## src/rtl/lfsr_decrypt_seq_pkg.sv

```systemverilog
// rtl/lfsr_decrypt_seq_pkg.sv - shared types, tap table and LFSR step for the decrypt sequencer
// Contents: state_e (sequencer states), NUM_PTRN, LFSR_PTRN (legal 7-bit tap
// patterns in index order), lfsr_step (one Fibonacci step), ptrn_at (safe lookup).
package decrypt_pkg;

    localparam int NUM_PTRN = 9;

    localparam logic [6:0] LFSR_PTRN [NUM_PTRN] = '{
        7'h60, 7'h48, 7'h78, 7'h72, 7'h6A, 7'h69, 7'h5C, 7'h7E, 7'h7B
    };

    typedef enum logic [2:0] {
        ST_IDLE     = 3'd0,
        ST_SEED_RD  = 3'd1,
        ST_SEED_CAP = 3'd2,
        ST_CHK_RD   = 3'd3,
        ST_CHK_CMP  = 3'd4,
        ST_DEC_RD   = 3'd5,
        ST_DEC_WR   = 3'd6,
        ST_DONE     = 3'd7
    } state_e;

    function automatic logic [6:0] lfsr_step(input logic [6:0] s, input logic [6:0] ptrn);
        return {s[5:0], ^(s & ptrn)};
    endfunction

    // Out-of-range indices return 0 so speculative lookups (p+1 at p==8) stay defined.
    function automatic logic [6:0] ptrn_at(input logic [3:0] idx);
        logic [6:0] t;
        t = 7'h00;
        for (int n = 0; n < NUM_PTRN; n++) begin
            if (idx == 4'(n)) t = LFSR_PTRN[n];
        end
        return t;
    endfunction

endpackage

```

## src/rtl/lfsr_decrypt_seq_if.sv

```systemverilog
// rtl/lfsr_decrypt_seq_if.sv - data-memory port bundle between the sequencer and DM
// Signals: mem_addr (AW), mem_we, mem_wdata (8), mem_rdata (8, valid one cycle
// after mem_addr). master = sequencer side, slave = memory side.
interface lfsr_decrypt_seq_if #(
    parameter int AW = 8
);
    logic [AW-1:0] mem_addr;
    logic          mem_we;
    logic [7:0]    mem_wdata;
    logic [7:0]    mem_rdata;

    modport master (
        output mem_addr,
        output mem_we,
        output mem_wdata,
        input  mem_rdata
    );

    modport slave (
        input  mem_addr,
        input  mem_we,
        input  mem_wdata,
        output mem_rdata
    );
endinterface

```

## src/rtl/lfsr_decrypt_seq_lfsr7.sv

```systemverilog
// rtl/lfsr_decrypt_seq_lfsr7.sv - 7-bit LFSR register with load and step controls
// Ports: clk, rst (async active-high), load/load_val (load has priority),
// step/ptrn (advance one step using tap pattern ptrn), q (current state).
module lfsr7
    import decrypt_pkg::*;
(
    input  logic       clk,
    input  logic       rst,
    input  logic       load,
    input  logic [6:0] load_val,
    input  logic       step,
    input  logic [6:0] ptrn,
    output logic [6:0] q
);

    always_ff @(posedge clk or posedge rst) begin
        if (rst) begin
            q <= 7'h00;
        end else if (load) begin
            q <= load_val;
        end else if (step) begin
            q <= lfsr_step(q, ptrn);
        end
    end

endmodule

```

## src/rtl/lfsr_decrypt_seq.sv

```systemverilog
// rtl/lfsr_decrypt_seq.sv - sequencer recovering LFSR seed/pattern and decrypting into DM[0..MSG_LEN-1]
// Ports: clk; init (async active-high reset); req (high holds idle, falling edge
// launches); ack (run complete, held until req high); mem (lfsr_decrypt_seq_if.master
// DM port); err (no valid seed or pattern); ptrn_idx (matched pattern index, 4'hF if none);
// par_err (sticky bit-7 parity error, present only with DECRYPT_PARITY_EN).
// Optional build macro: DECRYPT_PARITY_EN.
module lfsr_decrypt_seq
    import decrypt_pkg::*;
#(
    parameter int CRYPT_BASE = 64,
    parameter int MSG_LEN    = 64,
    parameter int PRE_CHECK  = 9,
    parameter int AW         = 8
) (
    input  logic               clk,
    input  logic               init,
    input  logic               req,
    output logic               ack,
    lfsr_decrypt_seq_if.master mem,
    output logic               err,
    output logic [3:0]         ptrn_idx
`ifdef DECRYPT_PARITY_EN
    ,
    output logic               par_err
`endif
);

    localparam logic [2:0] S_IDLE     = ST_IDLE;
    localparam logic [2:0] S_SEED_RD  = ST_SEED_RD;
    localparam logic [2:0] S_SEED_CAP = ST_SEED_CAP;
    localparam logic [2:0] S_CHK_RD   = ST_CHK_RD;
    localparam logic [2:0] S_CHK_CMP  = ST_CHK_CMP;
    localparam logic [2:0] S_DEC_RD   = ST_DEC_RD;
    localparam logic [2:0] S_DEC_WR   = ST_DEC_WR;
    localparam logic [2:0] S_DONE     = ST_DONE;

    localparam logic [AW-1:0] BASE   = AW'(CRYPT_BASE);
    localparam logic [AW-1:0] LAST_I = AW'(MSG_LEN - 1);
    localparam logic [3:0]    LAST_K = 4'(PRE_CHECK);
    localparam logic [3:0]    LAST_P = 4'(NUM_PTRN - 1);

    if (CRYPT_BASE + MSG_LEN - 1 > (1 << AW) - 1) begin : g_addr_range_chk
        $error("CRYPT_BASE+MSG_LEN-1 does not fit in the AW-bit DM address space");
    end

    logic [2:0]    state;
    logic          req_q;
    logic [6:0]    seed;
    logic [3:0]    p;
    logic [3:0]    k;
    logic [AW-1:0] i;

    logic          lf_load;
    logic          lf_step;
    logic [6:0]    lf_val;
    logic [6:0]    lf_ptrn;
    logic [6:0]    lfsr_q;

    logic [6:0]    rd7;
    logic          chk_match;
    logic          seed_bad;

    assign rd7       = mem.mem_rdata[6:0];
    assign chk_match = (rd7 == lfsr_q);

`ifdef DECRYPT_PARITY_EN
    logic rd_par_bad;
    assign rd_par_bad = mem.mem_rdata[7] != ^rd7;
    assign seed_bad   = (rd7 == 7'h00) || rd_par_bad;
`else
    // Bit 7 of the encrypted stream carries no information in this build.
    logic unused_rd_b7;
    assign unused_rd_b7 = mem.mem_rdata[7];
    assign seed_bad     = (rd7 == 7'h00);
`endif

    lfsr7 u_lfsr (
        .clk      (clk),
        .rst      (init),
        .load     (lf_load),
        .load_val (lf_val),
        .step     (lf_step),
        .ptrn     (lf_ptrn),
        .q        (lfsr_q)
    );

    // DM port and LFSR controls are decoded from the current state. Memory read
    // data for an address driven in an *_RD state is consumed in the following state.
    always_comb begin
        lf_load       = 1'b0;
        lf_step       = 1'b0;
        lf_val        = seed;
        lf_ptrn       = ptrn_at(p);
        mem.mem_addr  = '0;
        mem.mem_we    = 1'b0;
        mem.mem_wdata = 8'h00;
        case (state)
            S_SEED_RD: begin
                mem.mem_addr = BASE;
            end
            S_SEED_CAP: begin
                // Preload the expected preamble byte 1 for the first candidate.
                lf_load = 1'b1;
                lf_val  = lfsr_step(rd7, ptrn_at(4'd0));
            end
            S_CHK_RD: begin
                mem.mem_addr = BASE + AW'(k);
            end
            S_CHK_CMP: begin
                if (chk_match) begin
                    if (k == LAST_K) begin
                        lf_load = 1'b1;          // rewind to seed for decryption
                    end else begin
                        lf_step = 1'b1;
                    end
                end else if (p < LAST_P) begin
                    lf_load = 1'b1;
                    lf_val  = lfsr_step(seed, ptrn_at(p + 4'd1));
                end
            end
            S_DEC_RD: begin
                mem.mem_addr = BASE + i;
            end
            S_DEC_WR: begin
                mem.mem_addr  = i;
                mem.mem_we    = !req;            // an abort cycle must not write
                mem.mem_wdata = {1'b0, rd7 ^ lfsr_q};
                lf_step       = 1'b1;
            end
            default: begin
            end
        endcase
    end

    always_ff @(posedge clk or posedge init) begin
        if (init) begin
            state    <= S_IDLE;
            req_q    <= 1'b0;
            seed     <= 7'h00;
            p        <= 4'd0;
            k        <= 4'd0;
            i        <= '0;
            ack      <= 1'b0;
            err      <= 1'b0;
            ptrn_idx <= 4'hF;
`ifdef DECRYPT_PARITY_EN
            par_err  <= 1'b0;
`endif
        end else begin
            req_q <= req;
            if (req && state != S_IDLE) begin
                // req high outside IDLE is both the abort and the DONE release.
                state <= S_IDLE;
                ack   <= 1'b0;
                err   <= 1'b0;
            end else begin
                case (state)
                    S_IDLE: begin
                        if (req_q && !req) begin
                            state    <= S_SEED_RD;
                            ack      <= 1'b0;
                            err      <= 1'b0;
                            ptrn_idx <= 4'hF;
                            p        <= 4'd0;
                            k        <= 4'd0;
                            i        <= '0;
`ifdef DECRYPT_PARITY_EN
                            par_err  <= 1'b0;
`endif
                        end
                    end
                    S_SEED_RD: begin
                        state <= S_SEED_CAP;
                    end
                    S_SEED_CAP: begin
                        seed <= rd7;
                        if (seed_bad) begin
                            err   <= 1'b1;
                            ack   <= 1'b1;
                            state <= S_DONE;
                        end else begin
                            p     <= 4'd0;
                            k     <= 4'd1;
                            state <= S_CHK_RD;
                        end
                    end
                    S_CHK_RD: begin
                        state <= S_CHK_CMP;
                    end
                    S_CHK_CMP: begin
                        if (chk_match) begin
                            if (k == LAST_K) begin
                                ptrn_idx <= p;
                                i        <= '0;
                                state    <= S_DEC_RD;
                            end else begin
                                k     <= k + 4'd1;
                                state <= S_CHK_RD;
                            end
                        end else if (p < LAST_P) begin
                            p     <= p + 4'd1;
                            k     <= 4'd1;
                            state <= S_CHK_RD;
                        end else begin
                            err      <= 1'b1;
                            ack      <= 1'b1;
                            ptrn_idx <= 4'hF;
                            state    <= S_DONE;
                        end
                    end
                    S_DEC_RD: begin
                        state <= S_DEC_WR;
                    end
                    S_DEC_WR: begin
`ifdef DECRYPT_PARITY_EN
                        if (rd_par_bad) par_err <= 1'b1;
`endif
                        if (i == LAST_I) begin
                            ack   <= 1'b1;
                            state <= S_DONE;
                        end else begin
                            i     <= i + AW'(1);
                            state <= S_DEC_RD;
                        end
                    end
                    S_DONE: begin
                    end
                    default: begin
                        state <= S_IDLE;
                    end
                endcase
            end
        end
    end

endmodule

```

## src/flat_wrapper.sv

```systemverilog
// flat-port wrapper written by rule: the top's interface ports become plain ports
module lfsr_decrypt_seq_flat import decrypt_pkg::*;
#(
    parameter int CRYPT_BASE = 64,
    parameter int MSG_LEN    = 64,
    parameter int PRE_CHECK  = 9,
    parameter int AW         = 8
)
  (clk, init, req, ack, err, ptrn_idx, mem_mem_addr, mem_mem_we, mem_mem_wdata, mem_mem_rdata);
  lfsr_decrypt_seq_if #(.AW(AW)) mem_i ();
  input  logic clk;
  input  logic init;
  input  logic req;
  output logic ack;
  output logic err;
  output logic [3:0] ptrn_idx;
  output wire logic [$bits(mem_i.mem_addr)-1:0] mem_mem_addr;
  output wire logic [$bits(mem_i.mem_we)-1:0] mem_mem_we;
  output wire logic [$bits(mem_i.mem_wdata)-1:0] mem_mem_wdata;
  input wire logic [$bits(mem_i.mem_rdata)-1:0] mem_mem_rdata;
  assign mem_mem_addr = mem_i.mem_addr;
  assign mem_mem_we = mem_i.mem_we;
  assign mem_mem_wdata = mem_i.mem_wdata;
  assign mem_i.mem_rdata = mem_mem_rdata;
  lfsr_decrypt_seq #(.CRYPT_BASE(CRYPT_BASE), .MSG_LEN(MSG_LEN), .PRE_CHECK(PRE_CHECK), .AW(AW)) u_core (.clk(clk), .init(init), .req(req), .ack(ack), .mem(mem_i), .err(err), .ptrn_idx(ptrn_idx));
endmodule
```

## config.mk

```make
export PLATFORM = sky130hd
export DESIGN_NAME = lfsr_decrypt_seq_flat
export DESIGN_NICKNAME = d
export VERILOG_FILES = /design/src/rtl/lfsr_decrypt_seq_pkg.sv /design/src/rtl/lfsr_decrypt_seq_if.sv /design/src/rtl/lfsr_decrypt_seq_lfsr7.sv /design/src/rtl/lfsr_decrypt_seq.sv /design/src/flat_wrapper.sv
export SDC_FILE = /design/constraint.sdc
export NUM_CORES = 1
export LEC_CHECK = 0
export CAP_MARGIN = 10
export CORE_AREA = 2 2 98 100
export CTS_BUF_LIST = sky130_fd_sc_hd__clkbuf_8
export CTS_CLUSTER_SIZE = 28
export DETAILED_ROUTE_END_ITERATION = 10
export DIE_AREA = 0 0 100 102
export PLACE_DENSITY = 0.64
export SYNTH_ARGS = -nofsm -noshare
export SYNTH_HDL_FRONTEND = slang
export SYNTH_HIERARCHICAL = 1
export SYNTH_SLANG_ARGS = --single-unit
export TNS_END_PERCENT = 20
```

## constraint.sdc

```tcl
create_clock -name clk -period 2.9 [get_ports clk]
set_clock_uncertainty 0.2 [all_clocks]
set_input_delay 0.87 -clock clk [delete_from_list [all_inputs] [get_ports clk]]
set_output_delay 0.87 -clock clk [all_outputs]
set_load 0.01 [all_outputs]
```

==> run_results.csv <==
group,metric,value,unit
placed_design,dpl.hpwl,6730,um
routing,drc,0,
routing,routed_wirelength,8850,um
routing,wl_per_cell,15.7,um
critical_path,required,1830,ps
timing,setup_viol,0,
routing,dr.pass1.iters,4,
finish,drive_gt1_frac,0.238,
grt,grt_pass1_vias,3001,
cts,cts_sinks,40,
job,max_cap_violations,0,
status,outcome,"finished clean",
critical_path,reg2regPathDepth,11,
timing,rsz0062_at_grt,"yes",
routing,avgViaCountPerCell,5.50,
grt,grt_start_max_net_pins,34,
critical_path,cpLargestDelayFamily,"buffers and inverters",
critical_path,worstSetupEndpointType,"output pin",
grt,antenna_found_initial,0,
timing,period_share,0.974,
power,irDropWorstVdd,0.198,mV
critical_path,slowest_delay,460,ps
grt,grt_overflow,0,
critical_path,worst-path-buf-inv,2,
cts,cts_buffers,5,
cts,cts.path.max_buffers,2,
routing,drt_iter0_markers,135,
die,initial_core_util,0.345,
finish,num_antenna_cells,0,
grt,grt_usage,0.180,
finish,final_cell_mix,"54 x buf_4, 47 x nand2_1, 35 x nor2_1, 33 x dfrtp_1, 32 x o21ai_0",
synth,syn_nets,402,
synth,yosys_warnings,6,
critical_path,crit_fanout,2,
worst_hold_path,hold_path_class,"reg -> reg",
synth,synth_area_leaders,"dfrtp_1 29%, nand2_1 5.7%, o21ai_0 5.3%",
power,p_per_area,470,nW/um^2
timing,max_freq,354,MHz
finish,final_common_cell,"buf_4",
cts,insertion_delay,310,ps
placed_design,dp.cells,557,
critical_path,crit_slowest_cell,"clkdlybuf4s50_1",
timing,drv_slew,0,
power,p_leak,1.86,nW
placed_design,port_buffers,31,
worst_hold_path,hold_path_depth,1,
grt,grt_pass1_wl,14700,um
synth,seq_area_frac_synth,0.320,
cts,cts.clk_slew.worst_paths,90,ps
synth,synth.avg_cell_area,8.24,um^2
critical_path,worstSetupPathType,"in -> out",
critical_path,cp.depth,4,
critical_path,cp_cell_sequence,"clkdlybuf4s50_1, xnor2_2, nor2_1, clkbuf_2",
synth,synth_largest_area_cell,"dfrtp_1",
die,die_height,102,um
die,die_area,10200,um^2
critical_path,start_kind,"input pin",
synth,synthCells,381,
synth,ys.flop_type,"dfrtp_1",
placed_design,routabilityCongestion,0.942,
die,core-area,9110,um^2
power,finalPower,1.91,mW
synth,synth-seq-cells,40,
synth,netlist.area_leader.share,0.287,
finish,area.growth.synth_to_final,29.3,%
die,ioPinCount,34,
synth,syn-cell-area,3140,um^2
cts,cts-root-buf,"clkbuf_8",
finish,finalNonFillerCells,565,
synth,ys_types,61,
finish,nNetsFinal,474,
die,die_w,100,um
cts,cts_tree,"yes",
synth,async_flop_share,1.00,
cts,hold_buffers,0,
timing,period_needed,2830,ps
die,rows,35,
timing,hold_viol_final,0,
cts,htree_num_levels,2,
critical_path,crit_arrival,1760,ps
routing,vias,3107,
routing,ant_nets,0,
synth,synth-edff-count,0,
[what timing repair did]
| action | CTS | global route |
|---|---|---|
| setup endpoints to repair | 20 | 19 |
| gates resized for setup | 32 | 20 |
| buffers inserted | 0 | 0 |
| pin swaps | 3 | 0 |
[power by group]
group	leakage (nW)	internal [mW]	total, mW	switching [mW]
clock network	0.0479	0.168	0.382	0.214
registers	0.509	0.671	0.851	0.179
logic	1.30	0.378	0.674	0.296
total	1.86	1.22	1.91	0.689
[synth_stat cells (all sizes together), types with 9 or more instances]
cell type	count
a21oi	22
a22oi	10
and3	9
buf	12
clkbuf	9
dfrtp	36
ha	10
inv	14
nand2	48
nand3	13
nor2	37
nor3	13
o21ai	36
xnor2	11
[routing by layer]
metal  up-vias  part of all wire  global-route usage
met5         -                 0                   0
met4         0             0.012              0.0527
met3         8             0.033              0.0205
met2        65              0.49               0.304
met1      1519              0.47               0.246
li1       1515                 -                   -
[path summary, 6_finish.rpt]
kind / start / end / slack (ps)
min in group asynchronous: init / u_core/u_lfsr/q[0]$_DFFE_PP0P_ / 650
worst max register to register: u_core/p[1]$_DFFE_PP0P_ / u_core/u_lfsr/q[0]$_DFFE_PP0P_ / 180
worst min register to register: u_core/i[7]$_DFFE_PP0P_ / u_core/i[7]$_DFFE_PP0P_ / 260
max in group asynchronous: init / u_core/ptrn_idx[3]$_DFFE_PP1P_ / 1340
worst min-delay path: u_core/i[7]$_DFFE_PP0P_ / u_core/i[7]$_DFFE_PP0P_ / 260
worst max-delay path: mem_mem_rdata[0] / mem_mem_wdata[0] / 70
[state kept, by name (all words and copies together), names as in the netlist]
signal,flops
u_core/i,8
u_core/seed,7
u_core/ptrn_idx,4
u_core/p,4
u_core/err,1
u_core/k,4
u_core/req_q,1
u_core/u_lfsr/q,7
u_core/ack,1
u_core/state,3
[stage by stage]
step	area (um^2)	TNS, ps	setup WS (ps)	util	hold slack, ps
3_3_place_gp	3920	-8660	-436	0.430	245
4_1_cts	4010	-76.3	-56.9	0.440	264
2_1_floorplan	3140	0	150	-	230
3_5_place_dp	3920	-9120	-437	0.430	246
5_1_grt	4060	-72.1	-59.1	0.446	294
6_report	4060	0	74.5	0.446	265
[cell type report]
type	instances	area [um^2]
fill	900	5050
inverter	14	52.6
clock buffer	5	68.8
timing repair buffer	86	718
tap	111	139
sequential	40	1010
multi-input combinational	306	2050
clock inverter	3	18.8
[cells by family (layout without fill, tap and decap cells)]
logic type | count (synthesis) | count (layout) | synth area share
AND/OR/NAND/NOR | 149 | 149 | 0.234
AO/OA/AOI/OAI | 110 | 110 | 0.228
flip-flops | 40 | 40 | 0.320
buffers and inverters | 35 | 108 | 0.0486
XOR/XNOR | 20 | 20 | 0.0737
multiplexers | 16 | 16 | 0.0542
adder cells (fa/ha/maj) | 10 | 10 | 0.0398
other | 1 | 1 | 0.00119
Power figures use the tool's default switching activity.
==> RTL edit, RTL diff (same settings) <==
`AW` is set to 8 in 3 places; all go to 7. Comments in the files are not updated.
--- a/src/rtl/lfsr_decrypt_seq_if.sv
+++ b/src/rtl/lfsr_decrypt_seq_if.sv
@@ -2,7 +2,7 @@
 // Signals: mem_addr (AW), mem_we, mem_wdata (8), mem_rdata (8, valid one cycle
 // after mem_addr). master = sequencer side, slave = memory side.
 interface lfsr_decrypt_seq_if #(
-    parameter int AW = 8
+    parameter int AW = 7
 );
     logic [AW-1:0] mem_addr;
     logic          mem_we;
--- a/src/rtl/lfsr_decrypt_seq.sv
+++ b/src/rtl/lfsr_decrypt_seq.sv
@@ -10,7 +10,7 @@
     parameter int CRYPT_BASE = 64,
     parameter int MSG_LEN    = 64,
     parameter int PRE_CHECK  = 9,
-    parameter int AW         = 8
+    parameter int AW         = 7
 ) (
     input  logic               clk,
     input  logic               init,
--- a/src/flat_wrapper.sv
+++ b/src/flat_wrapper.sv
@@ -4,7 +4,7 @@
     parameter int CRYPT_BASE = 64,
     parameter int MSG_LEN    = 64,
     parameter int PRE_CHECK  = 9,
-    parameter int AW         = 8
+    parameter int AW         = 7
 )
   (clk, init, req, ack, err, ptrn_idx, mem_mem_addr, mem_mem_we, mem_mem_wdata, mem_mem_rdata);
   lfsr_decrypt_seq_if #(.AW(AW)) mem_i ();
Interface: changed (resized mem_mem_addr); port bits go from 34 to 33. No check against the original RTL was run, so the function may have changed too.
==> RTL edit against the unedited design <==
Cell area grew 1.6%; routed wire length up 2.3%; first-iteration DRC count is 5.2% higher; combinational power is 60% higher; critical endpoint is now mem_mem_we; power rose by 21%; area after synthesis rose by 3.3%; sequential cell count is 1 lower; worst setup slack better by 0.024 ns; final cell count up 3.7%.
==> RTL edit: results (changes against the unedited design) <==
- Run status: finished, final reports clean
- Hold path cells: 2 (+1)
- Dpl hpwl: 6782 microns (+0.72%)
- Comb. pwr: 1.08 mW (+60%)
- Fraction of synthesized area in multiplexers: 0.05204 (-0.002140)
- Met1 Use GR: 0.2462 (+0.0005435)
- GR Layer Usage met2: 0.3056 (+0.002079)
- Met3 WL post-DR: 375 microns (+28%)
- Synth Area in Adders: 0.03470 (-0.005145)
- CP max stage delay: 0.43 ns (-0.03 ns)
- Place WS: -0.4312 ns (+0.005638 ns)
- Peak VDD IR: 418.6 uV (+110%)
- Syn nets: 436 (+8.5%)
- Reg2reg start: u_core/p[0]
- Compound-Gate Fraction of Synth Area: 0.2594 (+0.03116)
- Placed instance area: 0.003930 sq mm (+0.38%)
- Setup crit end: mem_mem_we
- Layout cells sized above 1: 0.2126 (-0.02525)
- Port Buf Inserts: 30 (-3.2%)
- Worst path arrival time: 1.73 ns (-0.03 ns)
- Xor-xnor portion of the synthesized cell area: 0.06669 (-0.007013)
- Top cells by area, synth: dfrtp_1, nor2_1, a21oi_1
- Setup ws final: 0.09827 ns (+0.02381 ns)
- Internal Pwr Total: 1.419 mW (+17%)
- Largest net degree at the start of global routing: 33 (-2.9%)
- Vias in the first global route: 3148 (+4.9%)
- Post-synth top cells: nor2_1, nand2_1, a21oi_1, dfrtp_1, o21ai_0
- Crit path launch: req
- DRT iter0 DRCs: 142 (+5.2%)
- First-pass GRT wire length: 15160 microns (+3.3%)
- Clock slew at reported path FFs: 0.07 ns (-0.02 ns)
- Hold path start: u_core/ptrn_idx[3]
- LEAKAGE: 1.839 nW (-0.94%)
[RTL edit: cell types whose count changed in the layout (fill, tap and decap cells not counted), moves of 5 or more]
cell           change
a21oi_1           +14
a22oi_1            -8
dlygate4sd2_1      +7
nand2_1            -8
nand2b_1           -5
nor2_1            +24
o21ai_0            -7
o22ai_1           +12
[RTL edit: layout make-up]
class	count	area [sq um]
clock inverters	2	12.51
flip-flops and latches	39	984.7
fillers	902	4982
multi-input cells	333	2187
repair buffers	81	668.1
well taps	111	138.9
clock buffers	6	82.58
inverters	14	52.55
[RTL edit: repair_timing]
action	4_1_cts	5_1_grt
setup endpoints to repair	31	12
buffers inserted	0	2
gates resized for setup	32	16
pin swaps	4	0
[RTL edit: stage by stage]
step	setup TNS [ns]	cells	total power [mW]
2_1_floorplan	0	416	1.522
3_3_place_gp	-10.24	576	1.800
3_5_place_dp	-10.96	576	1.831
4_1_cts	0	584	2.262
5_1_grt	-0.02669	586	2.488
6_report	0	586	2.314
